`config.mk`:
```
export PLATFORM = sky130hd
export DESIGN_NAME = fib_rec
export DESIGN_NICKNAME = d
export VERILOG_FILES = /design/src/rtl/fib_rec.sv
export SDC_FILE = /design/constraint.sdc
export NUM_CORES = 1
export LEC_CHECK = 0
export ABC_AREA = 1
export CELL_PAD_IN_SITES_DETAIL_PLACEMENT = 1
export CELL_PAD_IN_SITES_GLOBAL_PLACEMENT = 2
export CORE_AREA = 2 2 195 197
export CTS_CLUSTER_DIAMETER = 40
export DETAILED_ROUTE_END_ITERATION = 10
export DIE_AREA = 0 0 197 199
export GPL_TIMING_DRIVEN = 0
export HOLD_SLACK_MARGIN = 0.03
export PLACE_DENSITY_LB_ADDON = 0.2
export SKIP_CTS_REPAIR_TIMING = 1
export SKIP_LAST_GASP = 1
export SYNTH_ARGS = -nofsm -noshare
export SYNTH_HDL_FRONTEND = slang
export SYNTH_SLANG_ARGS = --single-unit
```
`constraint.sdc`:
```
create_clock -name ap_clk -period 1.8 [get_ports ap_clk]
set_input_delay 0.18 -clock ap_clk [delete_from_list [all_inputs] [get_ports ap_clk]]
set_output_delay 0.18 -clock ap_clk [all_outputs]
set_load 0.005 [all_outputs]
```
`src/rtl/fib_rec.sv`:
```
// fib_rec: n-th term of x(k) = x(k-1) + x(k-2) from caller-supplied seeds,
// one addition per cycle behind the ap_ block-level handshake.
module fib_rec #(
    parameter int WIDTH    = 32,
    parameter int NWIDTH   = 32,
    parameter bit SATURATE = 1'b0
) (
    input  logic              ap_clk,
    input  logic              ap_rst,
    input  logic              ap_start,
    output logic              ap_done,
    output logic              ap_idle,
    output logic              ap_ready,
    input  logic [NWIDTH-1:0] ap_n,
    input  logic [WIDTH-1:0]  ap_x0,
    input  logic [WIDTH-1:0]  ap_x1,
    output logic [WIDTH-1:0]  ap_return,
    output logic              ap_overflow
);

    localparam logic [1:0] IDLE  = 2'd0;
    localparam logic [1:0] CHECK = 2'd1;
    localparam logic [1:0] LOOP  = 2'd2;

    logic [1:0]        state;
    logic [NWIDTH-1:0] cnt;
    logic [WIDTH-1:0]  a;
    logic [WIDTH-1:0]  b;
    logic              ovf;
    logic [WIDTH:0]    sum;

    // The extra top bit of sum is the carry out that marks an overflowing addition.
    assign sum     = {1'b0, a} + {1'b0, b};
    assign ap_idle = (state == IDLE);

    always_ff @(posedge ap_clk) begin
        if (ap_rst) begin
            state       <= IDLE;
            ap_done     <= 1'b0;
            ap_ready    <= 1'b1;
            ap_return   <= '0;
            ap_overflow <= 1'b0;
            cnt         <= '0;
            a           <= '0;
            b           <= '0;
            ovf         <= 1'b0;
        end else begin
            case (state)
                IDLE: begin
                    if (ap_start) begin
                        cnt      <= ap_n;
                        a        <= ap_x0;
                        b        <= ap_x1;
                        ovf      <= 1'b0;
                        ap_ready <= 1'b0;
                        ap_done  <= 1'b0;
                        state    <= CHECK;
                    end
                end
                CHECK: begin
                    if (cnt == '0) begin
                        ap_return   <= a;
                        ap_overflow <= 1'b0;
                        ap_ready    <= 1'b1;
                        ap_done     <= 1'b1;
                        state       <= IDLE;
                    end else begin
                        state <= LOOP;
                    end
                end
                LOOP: begin
                    // cnt never goes below 1 here, so the maximum index cannot wrap it.
                    if (cnt > NWIDTH'(1)) begin
                        a   <= b;
                        cnt <= cnt - NWIDTH'(1);
                        if (sum[WIDTH]) begin
                            ovf <= 1'b1;
                            if (SATURATE) begin
                                b <= '1;
                            end else begin
                                b <= sum[WIDTH-1:0];
                            end
                        end else begin
                            b <= sum[WIDTH-1:0];
                        end
                    end else begin
                        ap_return   <= b;
                        ap_overflow <= ovf;
                        ap_ready    <= 1'b1;
                        ap_done     <= 1'b1;
                        state       <= IDLE;
                    end
                end
                default: begin
                    state <= IDLE;
                end
            endcase
        end
    end

endmodule

```
==> results by group, run 1 <==
Run status
  – Outcome: finished, violations left
  – Failing checks: negative setup slack

Timing
  – Final Cycle Share: 110%
  – Fmax achieved: just over 500 MHz
  – Crit path time final: ~2.0 ns
  – Final Hold Fails: 0
  – Slew @ Worst Pin: around 1.1 ns
  – Final worst slack: -0.181 ns
  – Final setup vio count: 131
  – Final slew viol count: 0
  – RSZ-0062 raised after global routing: true
  – Worst relative slew slack: 27.4%
  – Final hold slack: 0.372 ns
  – Clk_skew: ~0.011 ns

Placement
  – DPL Wire Length: ~35 mm
  – IO buf count: between 100 and 150
  – GPL Wtd Cong: a little under 0.9
  – Placed Cells: around 2,200

Hold path
  – Hold Path End: b[14]
  – Min-Delay Startpoint: ap_x1[14]
  – HP Class: input pin to flip-flop
  – Worst Hold Path Cells: 3

Synthesis
  – Post-synthesis register bit count: between 100 and 150
  – Largest cells by area after synthesis: dfxtp_1, nand2_1, nor2_1, inv_1, ha_1
  – Largest area contributor in the netlist: dfxtp_1
  – Synth Instances: between 1,500 and 2,000
  – Avg Cell Area, Syn: about 6.0 um2
  – Primary FF master, synth: dfxtp_1
  – Sequential cell area fraction in the yosys report: between 20% and 30%
  – Syn Nets: around 1,700
  – Synth Warn #: 0
  – Post-synth EDFFs: 0
  – Yosys cell types: 43
  – Async SR Flop Fraction: 0%
  – Area of the mapped netlist: 9540 um2
  – Synth top area share: about 28%

Worst setup path
  – Crit path largest cell delay: about 0.35 ns
  – Crit path DAT: between 2 and 2.5 ns
  – Startpoint types: flip-flop
  – Crit path max-delay family: simple AND/OR/NAND/NOR gates
  – RR Startpoint: cnt[9]
  – Worst reg2reg path endpoint: b[7]
  – Number of buffers and inverters on the critical path: 2
  – Max Fanout on Critical Path: 7
  – Worst Setup Path Type: flip-flop to flip-flop
  – R2R cell count: 11
  – Kind of end point of the critical path: flip-flop
  – Reg2Reg Setup Slack: -0.18 ns
  – Most frequent CP cell: nand2_4
  – Slowest cell on crit path: dfxtp_2
  – Crit path depth: 11
  – Required @ worst endpoint: 2.17 ns
  – Cells along the critical path: nor2_4 -> nand2_2 -> nor3_4 -> nand3_2 -> nand2_4 -> nand2_4 -> nand2_8 -> clkbuf_16 -> clkbuf_16 -> nand2_4 -> a21oi_2

Floorplan
  – Core ar.: between 30,000 and 40,000 um2
  – Die ar.: ~40,000 um2
  – Io pins: approximately 140
  – Row cnt: approximately 70
  – Die Ht: about 200 um
  – Initial Util: around a quarter
  – Die W: roughly 200 um

Drt
  – First-pass DRT Iterations: 4
  – Remaining DRCs: 0
  – Vias per cell: around 4.8
  – Drt total wl: between 40 and 50 mm
  – DR WL/cell: 20.3 um
  – Via count: between 10,000 and 15,000
  – Detail Route Antenna Nets: 0
  – Drt initial violations: just under 400

Final layout
  – Register area: between 2000 and 3000 um2
  – Nets: between 1,500 and 2,000
  – Synth-to-Final Area Change: 47.5%
  – Layout fillers: 4,662
  – Final core occ: a little under two fifths
  – Layout cells sized above 1: between 20% and 30%
  – Number of diodes: 0
  – Non-Filler Instances: roughly 2,300
  – Footprint of the multi-input gates: roughly 7200 um2

CTS
  – Worst-Skew Late Latency: approximately 0.45 ns
  – CTS tree: done
  – Root buffer cell: clkbuf_16
  – Clock H-tree levels: 4
  – Clock slew at reported path FFs: around 0.070 ns
  – CTS Buf Count: 17
  – Max Buffers Root-to-Sink: 2
  – Clock Sinks: 134

Global route
  – GRT Overall Usage: approximately 23%
  – Largest net degree at the start of global routing: 17
  – Global-route wire length before repair: between 60 and 70 mm
  – Initial antenna violation count: 0
  – Gr ovfl total: 0
  – Vias in the first global route: ~11,000

Flow run
  – Max Cap Viol: 0

Power and ir drop
  – Leakage power: 6.45 nW
  – Pwr per Cell Area: ~2000 nW/um2
  – Worst VDD drop: 0.948 mV
[per-stage QoR]
stage | setup TNS (ns) | power [W] | setup WS (ns) | area (um2)
4_1_cts | -91.63 | 0.0230 | -1.07 | 12100
6_report | -17.03 | 0.0280 | -0.181 | 14100
3_3_place_gp | -87.77 | 0.0189 | -1.07 | 11500
2_1_floorplan | -0.00423 | 0.0139 | -0.00423 | 9550
5_1_grt | -28.01 | 0.0299 | -0.280 | 14100
3_5_place_dp | -91.13 | 0.0191 | -1.07 | 11500
[logic make-up after synthesis]
family                     share of synthesized area [%]
adders and majority gates                           5.32
xor gates and xnor gates                            2.02
buffers and inverters                               9.97
DFF                                                 28.1
and+or+nand+nor                                     40.1
AOI/OAI and AO/OA                                   14.5
[Yosys cell counts (6+ instances only)]
library cell and n:
ha_1 39, nand4_1 6, a21oi_2 35, clkbuf_1 42, nor3_1 9, xor2_1 11, or2_2 6, dfxtp_1 134
o21ai_1 7, nor2_1 203, a21boi_0 6, a21oi_1 94, nand2_1 613, xnor2_1 11, o21ai_0 72, nand3_1 61
inv_1 148, nand2_2 30
[layout make-up]
class | count | area share, %
sequential | 134 | 19.7
buffer | 65 | 4.12
clock buffer | 19 | 3.15
tap | 474 | 4.21
inverter | 151 | 4.13
timing repair buffer | 168 | 12.6
clock inverter | 11 | 1.08
multi-input combinational | 1242 | 51.1
[registers in the layout, summed over array words and instances (netlist names)]
register	cells
ap_ready	1
state	2
b	32
ap_overflow	1
ap_done	1
ovf	1
cnt	32
ap_return	32
a	32
[power by group]
group	internal, W	total [W]	switching [W]
clock	0.00221	0.00376	0.00156
combinational	0.00738	0.0186	0.0112
sequential	0.00420	0.00561	0.00141
total	0.0138	0.0280	0.0142
[worst max-delay path by stage]
stage	from	end	slack (ns)
5_1_grt	cnt[12]	b[17]	-0.28
4_1_cts	state[0]	ap_return[1]	-1.07
2_1_floorplan	a[0]	b[14]	-0.004
3_3_place_gp	state[0]	b[28]	-1.07
3_5_place_dp	state[0]	ap_return[1]	-1.07
6_report	cnt[9]	b[7]	-0.18
[worst register-to-register path, cell delays in order (launching register included)]
cell and delay, ns:
dfxtp_2 0.35, nor2_4 0.16, nand2_2 0.10, nor3_4 0.29
nand3_2 0.14, nand2_4 0.13, nand2_4 0.07, nand2_8 0.11
clkbuf_16 0.20, clkbuf_16 0.19, nand2_4 0.06, a21oi_2 0.11
[cells in the final DEF, fill, tap and decap left out, drive strengths merged, types with 56 or more instances in the layout]
cell type	Yosys	final
nand2	646	646
nor2	210	211
inv	151	151
dfxtp	134	134
clkdlybuf4s50	0	133
a21oi	129	129
o21ai	79	79
nand3	62	62
clkbuf	43	62
buf	22	56
[routing by layer]
metal,part of all wire [%],wire [um],GRT usage (%),vias to the layer above
li1,-,-,-,5376
met1,47,21800,30.1,5231
met2,48,21900,38.5,191
met3,2.9,1350,2.70,38
met4,2.0,941,6.38,0
met5,0,0,0,-
Note: power is estimated with default switching activity, not from simulation.
==> run 2: changes to the inputs <==
--- a/config.mk
+++ b/config.mk
@@ -9,7 +9,7 @@
 export CELL_PAD_IN_SITES_DETAIL_PLACEMENT = 1
 export CELL_PAD_IN_SITES_GLOBAL_PLACEMENT = 2
 export CORE_AREA = 2 2 195 197
-export CTS_CLUSTER_DIAMETER = 40
+export CTS_CLUSTER_DIAMETER = 150
 export DETAILED_ROUTE_END_ITERATION = 10
 export DIE_AREA = 0 0 197 199
 export GPL_TIMING_DRIVEN = 0
==> results of run 2 <==
No change in the layout: final DEF, timing and power equal those of run 1.
